<file path="config.mk">
export PLATFORM = sky130hd
export DESIGN_NAME = screen_filler
export DESIGN_NICKNAME = d
export VERILOG_FILES = /design/src/rtl/screen_filler.sv
export SDC_FILE = /design/constraint.sdc
export NUM_CORES = 1
export LEC_CHECK = 0
export BUFFER_PORTS_ARGS = -buffer_cell sky130_fd_sc_hd__buf_2
export CAP_MARGIN = 20
export CORE_AREA = 8 8 95 114
export CTS_CLUSTER_DIAMETER = 80
export DETAILED_ROUTE_END_ITERATION = 8
export DIE_AREA = 0 0 103 122
export PLACE_DENSITY = 0.66
export SLEW_MARGIN = 20
export SYNTH_ARGS = -nofsm -noshare
export SYNTH_HDL_FRONTEND = slang
export SYNTH_SLANG_ARGS = --single-unit
export TNS_END_PERCENT = 50
</file>
<file path="constraint.sdc">
create_clock -name clk -period 1.8 [get_ports clk]
set_input_delay 0.36 -clock clk [delete_from_list [all_inputs] [get_ports clk]]
set_output_delay 0.36 -clock clk [all_outputs]
set_load 0.01 [all_outputs]
</file>
<file path="src/rtl/screen_filler.sv">
// screen_filler: paints every pixel of a WIDTH x HEIGHT rectangle at
// (X_ORIGIN, Y_ORIGIN). Colour comes from a constant fill colour or from
// one of NUM_SRC external image ROMs with 1-cycle read latency.
//
// Optional build macro: SCREEN_FILLER_BORDER_EN -- the outermost ring of
// the rectangle is painted BORDER_COLOUR regardless of the source.
//
// Ports:
//   clk, reset    rising-edge clock, synchronous active-high reset
//   start         paint request, only sampled while idle
//   sel           0 = FILL_COLOUR, k = ROM k-1; latched on accepted start
//   hold          back-pressure, freezes the walk and suppresses plot
//   src_colour    ROM q buses, source k at [k*COLOUR_W +: COLOUR_W]
//   rom_address   shared ROM read address (0 when idle/done)
//   xLoc, yLoc    pixel coordinate, 0 while plot is low
//   colour        pixel colour, 0 while plot is low
//   plot          write strobe for the VGA adapter
//   busy          high from accepted start until done
//   done          one-cycle pulse after the final pixel
module screen_filler #(
  parameter int X_ORIGIN = 80,
  parameter int Y_ORIGIN = 0,
  parameter int WIDTH    = 240,
  parameter int HEIGHT   = 240,
  parameter int XY_W     = 9,
  parameter int COLOUR_W = 3,
  parameter int NUM_SRC  = 3,
  parameter int ADDR_W   = 16,
  parameter int SEL_W    = 2,
  parameter logic [COLOUR_W-1:0] FILL_COLOUR   = 3'b001,
  parameter logic [COLOUR_W-1:0] BORDER_COLOUR = 3'b111
) (
  input  logic                         clk,
  input  logic                         reset,
  input  logic                         start,
  input  logic [SEL_W-1:0]             sel,
  input  logic                         hold,
  input  logic [NUM_SRC*COLOUR_W-1:0]  src_colour,
  output logic [ADDR_W-1:0]            rom_address,
  output logic [XY_W-1:0]              xLoc,
  output logic [XY_W-1:0]              yLoc,
  output logic [COLOUR_W-1:0]          colour,
  output logic                         plot,
  output logic                         busy,
  output logic                         done
);

  localparam int CX_W = (WIDTH  > 1) ? $clog2(WIDTH)  : 1;
  localparam int CY_W = (HEIGHT > 1) ? $clog2(HEIGHT) : 1;

`ifdef SCREEN_FILLER_BORDER_EN
  localparam bit BORDER_EN = 1'b1;
`else
  localparam bit BORDER_EN = 1'b0;
`endif

  typedef enum logic [1:0] {S_IDLE, S_RUN, S_FLUSH, S_DONE} state_t;

  // One pipeline stage, aligned with the ROM read latency.
  typedef struct packed {
    logic            vld;
    logic            border;
    logic [XY_W-1:0] x;
    logic [XY_W-1:0] y;
  } pix_t;

  state_t              state, state_n;
  logic [CX_W-1:0]     countx;
  logic [CY_W-1:0]     county;
  logic [ADDR_W-1:0]   addr;
  logic [SEL_W-1:0]    sel_q;
  pix_t                pipe;
  logic                issue, last;
  logic [COLOUR_W-1:0] live, held_col, pix_col;
  logic                held_v;

  assign last = (countx == CX_W'(WIDTH-1)) && (county == CY_W'(HEIGHT-1));

  always_ff @(posedge clk) begin
    if (reset) state <= S_IDLE;
    else       state <= state_n;
  end

  always_comb begin
    state_n = state;
    issue   = 1'b0;
    case (state)
      S_IDLE:  if (start) state_n = S_RUN;
      S_RUN:   if (!hold) begin
                 issue = 1'b1;
                 if (last) state_n = S_FLUSH;
               end
      S_FLUSH: if (!hold) state_n = S_DONE;
      S_DONE:  state_n = S_IDLE;
      default: state_n = S_IDLE;
    endcase
  end

  // Source mux; out-of-range selects fall back to the fill colour.
  always_comb begin
    live = FILL_COLOUR;
    for (int k = 0; k < NUM_SRC; k++)
      if (sel_q == SEL_W'(k+1)) live = src_colour[k*COLOUR_W +: COLOUR_W];
  end

  always_ff @(posedge clk) begin
    if (reset) begin
      countx   <= '0;
      county   <= '0;
      addr     <= '0;
      sel_q    <= '0;
      pipe     <= '0;
      held_v   <= 1'b0;
      held_col <= '0;
    end else begin
      if (state == S_IDLE && start) begin
        sel_q  <= sel;
        countx <= '0;
        county <= '0;
        addr   <= '0;
      end
      if (issue) begin
        pipe.vld    <= 1'b1;
        pipe.border <= (countx == '0) || (countx == CX_W'(WIDTH-1)) ||
                       (county == '0) || (county == CY_W'(HEIGHT-1));
        pipe.x      <= XY_W'(X_ORIGIN) + XY_W'(countx);
        pipe.y      <= XY_W'(Y_ORIGIN) + XY_W'(county);
        // The last address stays put through FLUSH.
        if (!last) begin
          addr <= addr + 1'b1;
          if (countx == CX_W'(WIDTH-1)) begin
            countx <= '0;
            county <= county + 1'b1;
          end else begin
            countx <= countx + 1'b1;
          end
        end
      end else if (state == S_FLUSH && !hold) begin
        pipe.vld <= 1'b0;
      end
      // The ROM keeps reading the frozen (next) address during hold, so its
      // q is only valid for the pending pixel on the first hold cycle.
      // Capture it there and replay it when hold releases.
      if (pipe.vld && hold) begin
        if (!held_v) begin
          held_v   <= 1'b1;
          held_col <= live;
        end
      end else begin
        held_v <= 1'b0;
      end
    end
  end

  assign pix_col     = held_v ? held_col : live;
  assign plot        = pipe.vld & ~hold;
  assign busy        = (state == S_RUN) || (state == S_FLUSH);
  assign done        = (state == S_DONE);
  assign rom_address = busy ? addr : '0;
  assign xLoc        = plot ? pipe.x : '0;
  assign yLoc        = plot ? pipe.y : '0;
  assign colour      = !plot ? '0 :
                       (BORDER_EN && pipe.border) ? BORDER_COLOUR : pix_col;

endmodule

</file>
; ---- Word level (Yosys, flattened, before mapping)
; Index checks and enable logic that the tools add are counted.
[totals]
reg_bits = 58
output_inout_bits = 40
latchBits = 0
rom_bits = 0
ramBits = 0
n_memories = 0
[op_classes]
n_mul = 0
shift = 0
order_cmp = 0
n_mux = 29
add_sub_neg = 4
n_bitwise = 2
div = 0
n_reduce_logical = 9
n_eq_ne = 12
[ops]
columns = operator, n
row1 = two-way mux 8 bit, 9
row2 = two-way mux 16 bit, 4
row3 = "adder 16 x 1 -> 16 bit, second input constant", 1
row4 = "adder 8 x 1 -> 8 bit, second input constant", 2
row5 = "== test 8 bit, second input constant", 2
row6 = two-way mux 3 bit, 5
row7 = "adder 7 x 8 -> 9 bit, first input constant", 1
row8 = two-way mux 9 bit, 1
row9 = "== test 2 bit, second input constant", 4
row10 = two-way mux 2 bit, 4
row11 = "!= test 2 bit, second input constant", 4
row12 = one-hot mux 2 bit (4 select lines), 1
row13 = two-way mux 1 bit, 5
row14 = "== test 2 x 1 -> 1 bit, second input constant", 2
row15 = logical AND 1 bit, 4
row16 = AND reduction 4 bit, 1
row17 = logical NOT 2 bit, 1
row18 = nonzero test 2 bit, 1
row19 = AND 1 bit, 1
row20 = logical NOT 1 bit, 1
row21 = logical OR 1 bit, 1
row22 = NOT 1 bit, 1

; ---- Depth between registers and ports, before layout
; Gate-level depths: netlist of run 1.
[logic_depth]
word_depth = 6
ltp_mapped = 8
mapped_depth_nobuf = 7

; ---- Worst setup path before layout of run 1
; No wires, ideal clock.
[synth_timing]
path_kind = flip-flop to flip-flop
from = register countx[4]
to = register addr[15]
period_less_slack_ps = 1953
setup_time_ps = 66
path_stages_with_launch = 8
path_slack_ps = -153
required_ps = 1734
arrival_time_ps = 1887
cell_sequence = dfxtp_1 inv_1 ha_1 nand3_2 nor4_4 or4_4 or3_1 a21oi_2
[synth_between]
elab_chain_cells = 4
[synth_rtl]
columns = element, line_no
row1 = "start, declared", 68  ; logic [CX_W-1:0] countx;
row2 = "start signal, assigned", 135  ; countx <= countx + 1'b1;
row3 = == test 8 bit, 77  ; assign last = (countx == CX_W'(WIDTH-1)) && (county == CY_W'(HEIGHT-1));
row4 = logical AND 1 bit, 77
row5 = two-way mux 16 bit, 129  ; if (!last) begin
row6 = two-way mux 16 bit, 122  ; if (issue) begin
row7 = "end signal, assigned", 130  ; addr <= addr + 1'b1;
row8 = "end, declared", 70  ; logic [ADDR_W-1:0] addr;
; No other way between the ends.
; A chain may end at the register's enable or synchronous reset.

; ---- Worst setup path after layout of run 1
[layout_timing]
from = register sel_q[0]
to = output colour[1]
[layout_between]
elab_chain_cells = 6
word_cells_on_any_way = 8
cone_classes = 3 x eq/ne / 5 x mux
[layout_rtl]
columns = element, line_no
row1 = "start, declared", 71  ; logic [SEL_W-1:0] sel_q;
row2 = "start signal, assigned", 117  ; sel_q <= sel;
row3 = == test 2 x 1 -> 1 bit, 103  ; if (sel_q == SEL_W'(k+1)) live = src_colour[k*COLOUR_W +: COLOUR_W];
row4 = two-way mux 3 bit (2 in a row), 103
row5 = two-way mux 3 bit *, 103
row6 = two-way mux 3 bit *, -
row7 = two-way mux 3 bit *, 162  ; assign colour = !plot ? '0 :
row8 = "end, declared", 42  ; output logic [COLOUR_W-1:0] colour,
; Mark *: on every way between the ends. The rest lies on a longest branch, timed or not.

==> results of run 1 <==
[power breakdown]
part,internal (W),switching [W]
Combinational,0.000723,0.000793
Sequential,0.00136,0.0000581
Clock,0.000687,0.000538
[Yosys cell counts (all sizes together) (2+ instances only)]
master	count	area [µm²]
a211oi	3	22.5
a21oi	43	223
a221o	2	20.0
a311oi	6	52.6
a31oi	4	25.0
and2	36	225
and3	9	56.3
and4	3	26.3
buf	7	52.5
clkbuf	14	53.8
dfxtp	58	1160
ha	9	113
inv	11	41.3
mux2	2	22.5
mux2i	3	30.0
nand2	62	233
nand2b	3	26.3
nand3	13	75.1
nand3b	5	37.5
nand4	7	43.8
nor2	29	111
nor2b	2	12.5
nor3	7	35.0
nor4	4	40.0
o2111ai	2	17.5
o21a	3	22.5
o21ai	15	78.8
o32ai	3	26.3
or3	2	12.5
xnor2	8	70.1
[flip-flops by register name (all words and copies together), names as in the netlist]
name / flops
addr: 16
countx: 8
county: 8
held_col: 3
held_v: 1
pipe: 18
sel_q: 2
state: 2
[critical path, stage by stage, from the launching register on]
cell                      delay, ns
sky130_fd_sc_hd__dfxtp_4       0.37
sky130_fd_sc_hd__mux2_4        0.30
sky130_fd_sc_hd__a221o_1       0.33
sky130_fd_sc_hd__o21ai_2       0.07
sky130_fd_sc_hd__nor2_1        0.06
sky130_fd_sc_hd__buf_2         0.14
[metrics by stage]
stage                     cell area (µm²)  setup slack, ns
after global routing                 4430           -0.225
after floorplan                      3160          0.00838
after CTS                            4160           -0.154
after detailed placement             3850           0.0122
final                                4430           -0.169
after global placement               3850           0.0268
[metal layers]
layer,track usage (%),part of all wire (%),vias to the layer above
met5,0,0,-
met4,7.80,2.4,0
met3,3.20,5.5,16
met2,24.6,50,84
met1,16.6,42,1501
li1,-,-,1585
[logic make-up (layout without fill, tap and decap cells)]
group                      Yosys count  in the layout  share of synthesized area, %
AOI/OAI and AO/OA                   88             88                          18.3
xor gates and xnor gates             9              9                          2.55
adders and majority gates            9              9                          3.64
buffers and inverters               32            151                          4.77
DFF                                 58             58                          37.5
muxes                                5              5                          1.70
other                                1              1                         0.121
and+or+nand+nor                    185            186                          31.4
[layout make-up]
cell class,instances,area share [%]
flip-flops and latches,58,26.6
repair buffers,124,19.0
clock buffers,15,4.44
well taps,120,3.39
inverters,11,0.932
multi-input cells,298,45.5
clock inverters,1,0.113
[worst paths after layout]
check        startpoint        end  depth (start not counted)
max            sel_q[0]  colour[1]                          5
min              sel[0]   sel_q[0]                          3
max reg2reg   countx[4]   addr[15]                          8
min reg2reg    pipe[15]   pipe[15]                          2
[timing repair]
| item | CTS | global route |
|---|---|---|
| cloned | 0 | 3 |
| setup buffers | 8 | 12 |
| pin swaps | 5 | 18 |
| gates resized for setup | 18 | 39 |
| setup endpoints to repair | 21 | 67 |
==> flow_metrics.tcl, run 1 <==
set metrics [dict create \
    fin_crit_ns 1.97 \
    layout-drive-gt1-share_pct 38.5 \
    power_w 0.00416 \
    routed_wl_um 9260 \
    cts_max_path_buffers 2 \
    violations "negative setup slack" \
    run_status "finished, violations left" \
    multiInputGateArea_um2 2020 \
    holdBufCountCts 0 \
    power-per-cell-area_nw_per_um2 939 \
    skew_ns 0.00709 \
    layout_worst_path_cycle_share_pct 109 \
    dr_iter_0_viols 136 \
    wl_per_cell_um 14.8 \
    cp_data_required_time_ns 1.44 \
    hold_slack_ns 0.229 \
    clkLatencyLatePin_ns 0.36 \
    synthCells 387 \
    yosysSeqAreaShare_pct 37.5 \
    cp.arrival_ns 1.61 \
    ys_seq_elements 58 \
    drv.max_cap_violation_count 0 \
    drt_pre_antenna_iters 4 \
    number_of_cts_inserted_buffers 9 \
    drv_slew 0 \
    grt.overflow.total 0 \
    setup_viol_count_final 5 \
    syn_avg_cell_area_um2 8.00 \
    floorplan.initialDensity_pct 34.6 \
    most-common-layout-cells "sky130_fd_sc_hd__nand2_1, sky130_fd_sc_hd__buf_4, sky130_fd_sc_hd__buf_2" \
    fin_setup_tns_ns -0.474 \
    synth_nets 411 \
    synth-edff-count 0 \
    grt_pass1_vias 3142 \
    setup.worst_path.end_class "output pin" \
    worst_hold_path_type "in2reg" \
    synth.cell_area_um2 3090 \
    grt.total_usage_pct 14.5 \
    grt_antenna_before_repair 0 \
    post_drt_via_cell_ratio 5.08 \
    postRouteAntennaNets 0 \
    ioPinCount 55 \
    unrepaired_setup_endpoints_after_global_routing "true" \
    vias 3186 \
    final_nets 526 \
    layout.cells.non_filler 627 \
    port_buffers 53 \
    clock_tree.root_cell "sky130_fd_sc_hd__clkbuf_8" \
    dieArea_um2 12600 \
    hold_viol 0 \
    cp-start-kind "register" \
    clkTransAtPathRegs_ns 0.07 \
    synthesis.yosys.warnings 0 \
    r2r_setup_slack_ns -0.03 \
    fmax_ghz 0.508 \
    core_um2 8940 \
    floorplan.die.width_um 103 \
    die_h_um 122 \
    setup.worst_path.class "reg2out" \
    yosys.cell_types.count 52 \
    seq_area_um2 1180 \
    cts_htree_levels 3 \
    antenna_cells 0 \
    dp.cells 588 \
    area.growth.synth_to_final_pct 43.1 \
    tritoncts "built" \
    setup_slack_of_the_critical_path_after_layout_ns -0.169 \
    postLayoutCoreUtil_pct 49.6 \
    rows 38 \
    remaining_drc_errors 0 \
    pin_count_of_the_biggest_net_entering_global_routing 36 \
    grt_pass1_wl_um 14500 \
    gp_congestion 0.887 \
    filler_cell_count 877 \
    synth_top_flop_cell "sky130_fd_sc_hd__dfxtp_1" \
    clock_sinks 58 \
    hpwl_um 6100 \
    asyncSetResetFlopFracSynth_pct 0 \
    static-leakage-power_nw 1.85 \
    worstPathMaxFanout 3 \
    vdd_ir_drop_max_mv 0.532 \
]
No activity file was read; power rests on OpenSTA's default activity.
==> run 2, diff against run 1 <==
- PLACE_DENSITY: 0.66 -> unset
==> flow_metrics.tcl, run 2 (same netlist as run 1, synthesis figures left out) <==
set metrics [dict create \
    tritoncts "built" \
    fmax_ghz 0.510 \
    power.share.sequential_pct 36.6 \
    setup_slack_of_the_critical_path_after_layout_ns -0.162 \
    cts_max_path_buffers 2 \
    worstPathMaxFanout 3 \
    pwr-share-comb_pct 36.7 \
    port_buffers 53 \
    fin_crit_ns 1.96 \
    ioPinCount 55 \
    switching_component_of_the_power_w 0.00133 \
    grt_antenna_before_repair 0 \
    final_nets 532 \
    mostFrequentLayoutCell "sky130_fd_sc_hd__buf_4" \
    wl_per_cell_um 13.9 \
    rows 38 \
    clock_tree.root_cell "sky130_fd_sc_hd__clkbuf_8" \
    grt.overflow.total 0 \
    hpwl_um 6090 \
    drv_slew 0 \
    grt.total_usage_pct 14.3 \
    layout-drive-gt1-share_pct 37.4 \
    vdd_ir_drop_max_mv 0.503 \
    antenna_cells 0 \
    dieArea_um2 12600 \
    pin_count_of_the_biggest_net_entering_global_routing 28 \
    intPower_w 0.00255 \
    violations "negative setup slack" \
    layout_worst_path_cycle_share_pct 109 \
    worst_hold_path_type "in2reg" \
    reg_top3 "pipe x18, addr x16" \
    setup_viol_count_final 4 \
    vias 3162 \
    static-leakage-power_nw 1.85 \
    cp.arrival_ns 1.60 \
    skew_ns 0.0102 \
    hold_slack_ns 0.251 \
    largest_reg_flops 18 \
    routed_wl_um 8830 \
    holdBufCountCts 0 \
    area.growth.synth_to_final_pct 42.5 \
    cts_htree_levels 3 \
    most-common-layout-cells "sky130_fd_sc_hd__buf_4, sky130_fd_sc_hd__nand2_1, sky130_fd_sc_hd__buf_2" \
    cp_data_required_time_ns 1.44 \
    hold_viol 0 \
    clkLatencyLatePin_ns 0.35 \
    setup.worst_path.end_class "output pin" \
    clock_sinks 58 \
    number_of_cts_inserted_buffers 9 \
    clockPowerShare_pct 26.8 \
    dr_iter_0_viols 137 \
    setup.worst_path.class "reg2out" \
    die_h_um 122 \
    layout.cells.non_filler 633 \
    dp.cells 596 \
    unrepaired_setup_endpoints_after_global_routing "true" \
    crit_chain "mux2_4 -> a221o_1 -> o21ai_2 -> nor2_1 -> buf_2" \
    cp-start-kind "register" \
    power-per-cell-area_nw_per_um2 880 \
    core_um2 8940 \
    drv.max_cap_violation_count 0 \
    timing.critical_path.slowest_stage_cell "sky130_fd_sc_hd__dfxtp_4" \
    run_status "finished, violations left" \
    grt_pass1_wl_um 14200 \
    drt_pre_antenna_iters 4 \
    clkTransAtPathRegs_ns 0.06 \
    slowest_delay_ns 0.37 \
    largest_register "pipe" \
    floorplan.die.width_um 103 \
    switching_share_pct 34.2 \
    gp_congestion 0.838 \
    floorplan.initialDensity_pct 34.6 \
    grt_pass1_vias 3045 \
    remaining_drc_errors 0 \
    post_drt_via_cell_ratio 5.00 \
    postRouteAntennaNets 0 \
]
==> run 2: changes by cell type in the layout (fill, tap and decap cells not counted), moves of 3 or more <==
cell,previous run,this run
sky130_fd_sc_hd__clkbuf_8,14,10
sky130_fd_sc_hd__buf_4,62,70
sky130_fd_sc_hd__a311oi_2,3,0
sky130_fd_sc_hd__a311oi_1,3,6
==> run 2: stage by stage <==
step / util (%) / power (W) / setup TNS [ns] / setup slack, ns / area (µm²)
floorplan: - / 0.00208 / 0 / 0.00838 / 3160
global placement: 43.7 / 0.00243 / 0 / 0.0357 / 3910
detailed placement: 43.7 / 0.00246 / -0.00264 / -0.00264 / 3910
CTS: 46.7 / 0.00370 / -0.496 / -0.174 / 4180
global route: 49.3 / 0.00413 / -1.85 / -0.249 / 4410
finish: 49.3 / 0.00388 / -0.401 / -0.162 / 4410
==> run 2: worst max-delay path: cells and delay by family, from the launching register on <==
kind            cells  cell delay (ns)
mux                 1             0.30
compound gates      2             0.42
flops               1             0.37
simple gates        1             0.05
buf+inv             1             0.13
==> run 2: worst paths after layout <==
path | depth (start not counted) | slack [ns] | start | end
max reg2reg | 7 | -0.02 | countx[4] | addr[15]
min reg2reg | 2 | 0.45 | pipe[17] | pipe[17]
max | 5 | -0.16 | sel_q[0] | colour[1]
min | 3 | 0.25 | sel[0] | sel_q[0]
==> run 2: timing repair <==
action | 4_1_cts | 5_1_grt
setup buffers | 9 | 13
pin swaps | 3 | 13
cloned | 0 | 2
setup endpoints to repair | 22 | 70
resized for setup | 17 | 33
==> run 2: layer usage <==
layer | global-route usage (%) | up-vias | share of wire (%)
li1 | - | 1600 | -
met3 | 5.14 | 16 | 5.4
met5 | 0 | - | 0
met4 | 5.62 | 0 | 2.0
met2 | 23.0 | 81 | 47
met1 | 17.0 | 1465 | 46
==> run 2: layout make-up <==
| class | count | area (µm²) |
|---|---|---|
| clock buffer | 13 | 149 |
| clock inverter | 3 | 15.0 |
| fill | 894 | 4530 |
| inverter | 11 | 43.8 |
| multi-input combinational | 298 | 1980 |
| sequential | 58 | 1180 |
| tap | 120 | 150 |
| timing repair buffer | 130 | 893 |
==> run 2: power groups by stage <==
stage | clock [W] | combinational (W) | sequential, W
after detailed placement | 0 | 0.00102 | 0.00144
after global placement | 0 | 0.000999 | 0.00143
after floorplan | 0 | 0.000652 | 0.00143
after CTS | 0.00107 | 0.00123 | 0.00140
after global routing | 0.00114 | 0.00156 | 0.00143
final | 0.00104 | 0.00142 | 0.00142
==> run 3, diff against run 2 <==
- CORE_AREA: 8 8 95 114 -> 2 2 79 96
- DIE_AREA: 0 0 103 122 -> 0 0 81 98
- PLACE_DENSITY: unset -> 0.68
==> flow_metrics.tcl, run 3 (same netlist as run 1, synthesis figures left out) <==
set metrics [dict create \
    run_status "finished, violations left" \
    violations "negative setup slack" \
    cts_htree_levels 3 \
    drv.max_cap_violation_count 0 \
    wl_per_cell_um 13.6 \
    worstPathMaxFanout 4 \
    core_um2 7060 \
    reg_top3 "pipe x18, addr x16" \
    clock_sinks 58 \
    drv_slew 0 \
    gp_congestion 0.866 \
    slowest_delay_ns 0.37 \
    rows 34 \
    area.growth.synth_to_final_pct 37.4 \
    grt_pass1_wl_um 13400 \
    dr_iter_0_viols 216 \
    remaining_drc_errors 0 \
    grt_antenna_before_repair 0 \
    fin_crit_ns 2.00 \
    port_buffers 53 \
    grt.overflow.total 0 \
    layout_worst_path_cycle_share_pct 111 \
    grt.total_usage_pct 21.5 \
    unrepaired_setup_endpoints_after_global_routing "true" \
    cp-start-kind "register" \
    postRouteAntennaNets 0 \
    floorplan.die.width_um 81 \
    final_nets 513 \
    power-per-cell-area_nw_per_um2 912 \
    post_drt_via_cell_ratio 5.30 \
    vdd_ir_drop_max_mv 0.719 \
    critical_path_depth 5 \
    setup.worst_path.class "reg2out" \
    antenna_cells 0 \
    fin_setup_tns_ns -0.434 \
    cts_max_path_buffers 2 \
    floorplan.initialDensity_pct 43.8 \
    mostFrequentLayoutCell "sky130_fd_sc_hd__nand2_1" \
    hold_viol 0 \
    dieArea_um2 7940 \
    routed_wl_um 7900 \
    timing.critical_path.buf_inv 1 \
    pin_count_of_the_biggest_net_entering_global_routing 38 \
    clkLatencyLatePin_ns 0.34 \
    detail_route.wirelength.met1_um 3590 \
    wl_met3_um 380 \
    tritoncts "built" \
    r2r_start "addr[7]" \
    worst_setup_path_endpoint "colour[1]" \
    timing.rr.end "addr[15]" \
    pre_cts_slack_ns -0.00256 \
    setup.worst_path.end_class "output pin" \
    cp.arrival_ns 1.64 \
    largest_reg_flops 18 \
    hpwl_um 5590 \
    stdcell_area_um2 4250 \
    cp_top_family "compound AO/OA/AOI/OAI gates" \
    setup_slack_of_the_critical_path_after_layout_ns -0.198 \
    vias 3092 \
    r2r.worst_path.cells 5 \
    cp_data_required_time_ns 1.44 \
    setup_viol_count_final 3 \
    holdBufCountCts 0 \
    timing.critical_path.slowest_stage_cell "sky130_fd_sc_hd__dfxtp_4" \
    r2r_setup_slack_ns 0.06 \
    worst_hold_path_type "in2reg" \
    dr_wl_met2_um 3740 \
    routed.top_layer "met4" \
    skew_ns 0.00842 \
    most-common-layout-cells "sky130_fd_sc_hd__nand2_1, sky130_fd_sc_hd__buf_4, sky130_fd_sc_hd__buf_2" \
    drt_pre_antenna_iters 4 \
    crit_chain "mux2_4 -> a221o_1 -> o21ai_2 -> nor2_1 -> buf_2" \
    grt_pass1_vias 2896 \
    static-leakage-power_nw 1.79 \
    critPathLaunch "sel_q[0]" \
    die_h_um 98 \
    ioPinCount 55 \
    power_w 0.00388 \
    fmax_ghz 0.500 \
    largest_register "pipe" \
    clkTransAtPathRegs_ns 0.06 \
    layout-drive-gt1-share_pct 35.5 \
    postPlaceCellArea_um2 3860 \
    number_of_cts_inserted_buffers 9 \
    clock_tree.root_cell "sky130_fd_sc_hd__clkbuf_8" \
]
run 3: where the power goes:
| group | switching [W] | internal (W) | total (W) |
|---|---|---|---|
| clock | 0.000509 | 0.000638 | 0.00115 |
| sequential | 0.0000674 | 0.00136 | 0.00143 |
| combinational | 0.000691 | 0.000613 | 0.00130 |
run 3: layout make-up:
type	instances	area, µm²
fillers	650	2810
clock inverters	2	10.0
clock buffers	13	179
multi-input cells	297	1940
inverters	11	43.8
repair buffers	112	788
well taps	90	113
flip-flops and latches	58	1180
run 3: worst min-delay path by stage:
stage	start	end	slack [ns]	depth (start not counted)
3_5_place_dp	pipe[15]	pipe[15]	0.44	2
3_3_place_gp	pipe[15]	pipe[15]	0.44	2
2_1_floorplan	pipe[15]	pipe[15]	0.43	2
4_1_cts	sel[0]	sel_q[0]	0.24	3
5_1_grt	sel[0]	sel_q[0]	0.25	3
6_report	sel[0]	sel_q[0]	0.26	3
run 3: through the flow:
stage | utilization, % | instances | hold WS [ns]
finish | 60.2 | 583 | 0.256
global route | 60.2 | 583 | 0.252
CTS | 59.2 | 585 | 0.239
detailed placement | 54.7 | 560 | 0.442
global placement | 54.7 | 560 | 0.436
floorplan | - | 387 | 0.427
run 3: timing repair:
item	CTS	global route
cloned	0	0
setup buffers	10	2
resized for setup	18	28
setup endpoints to repair	23	63
pin swaps	4	12
run 3: routing by layer:
metal | global-route usage, % | vias to the layer above
li1 | - | 1571
met1 | 26.7 | 1422
met2 | 33.1 | 79
met3 | 5.82 | 20
met4 | 12.0 | 0
met5 | 0 | -
run 3: worst reg2reg max path, delay by kind of cell (launching register included):
family          cells  cell delay [ns]
simple gates        4             1.23
flops               1             0.33
compound gates      1             0.11
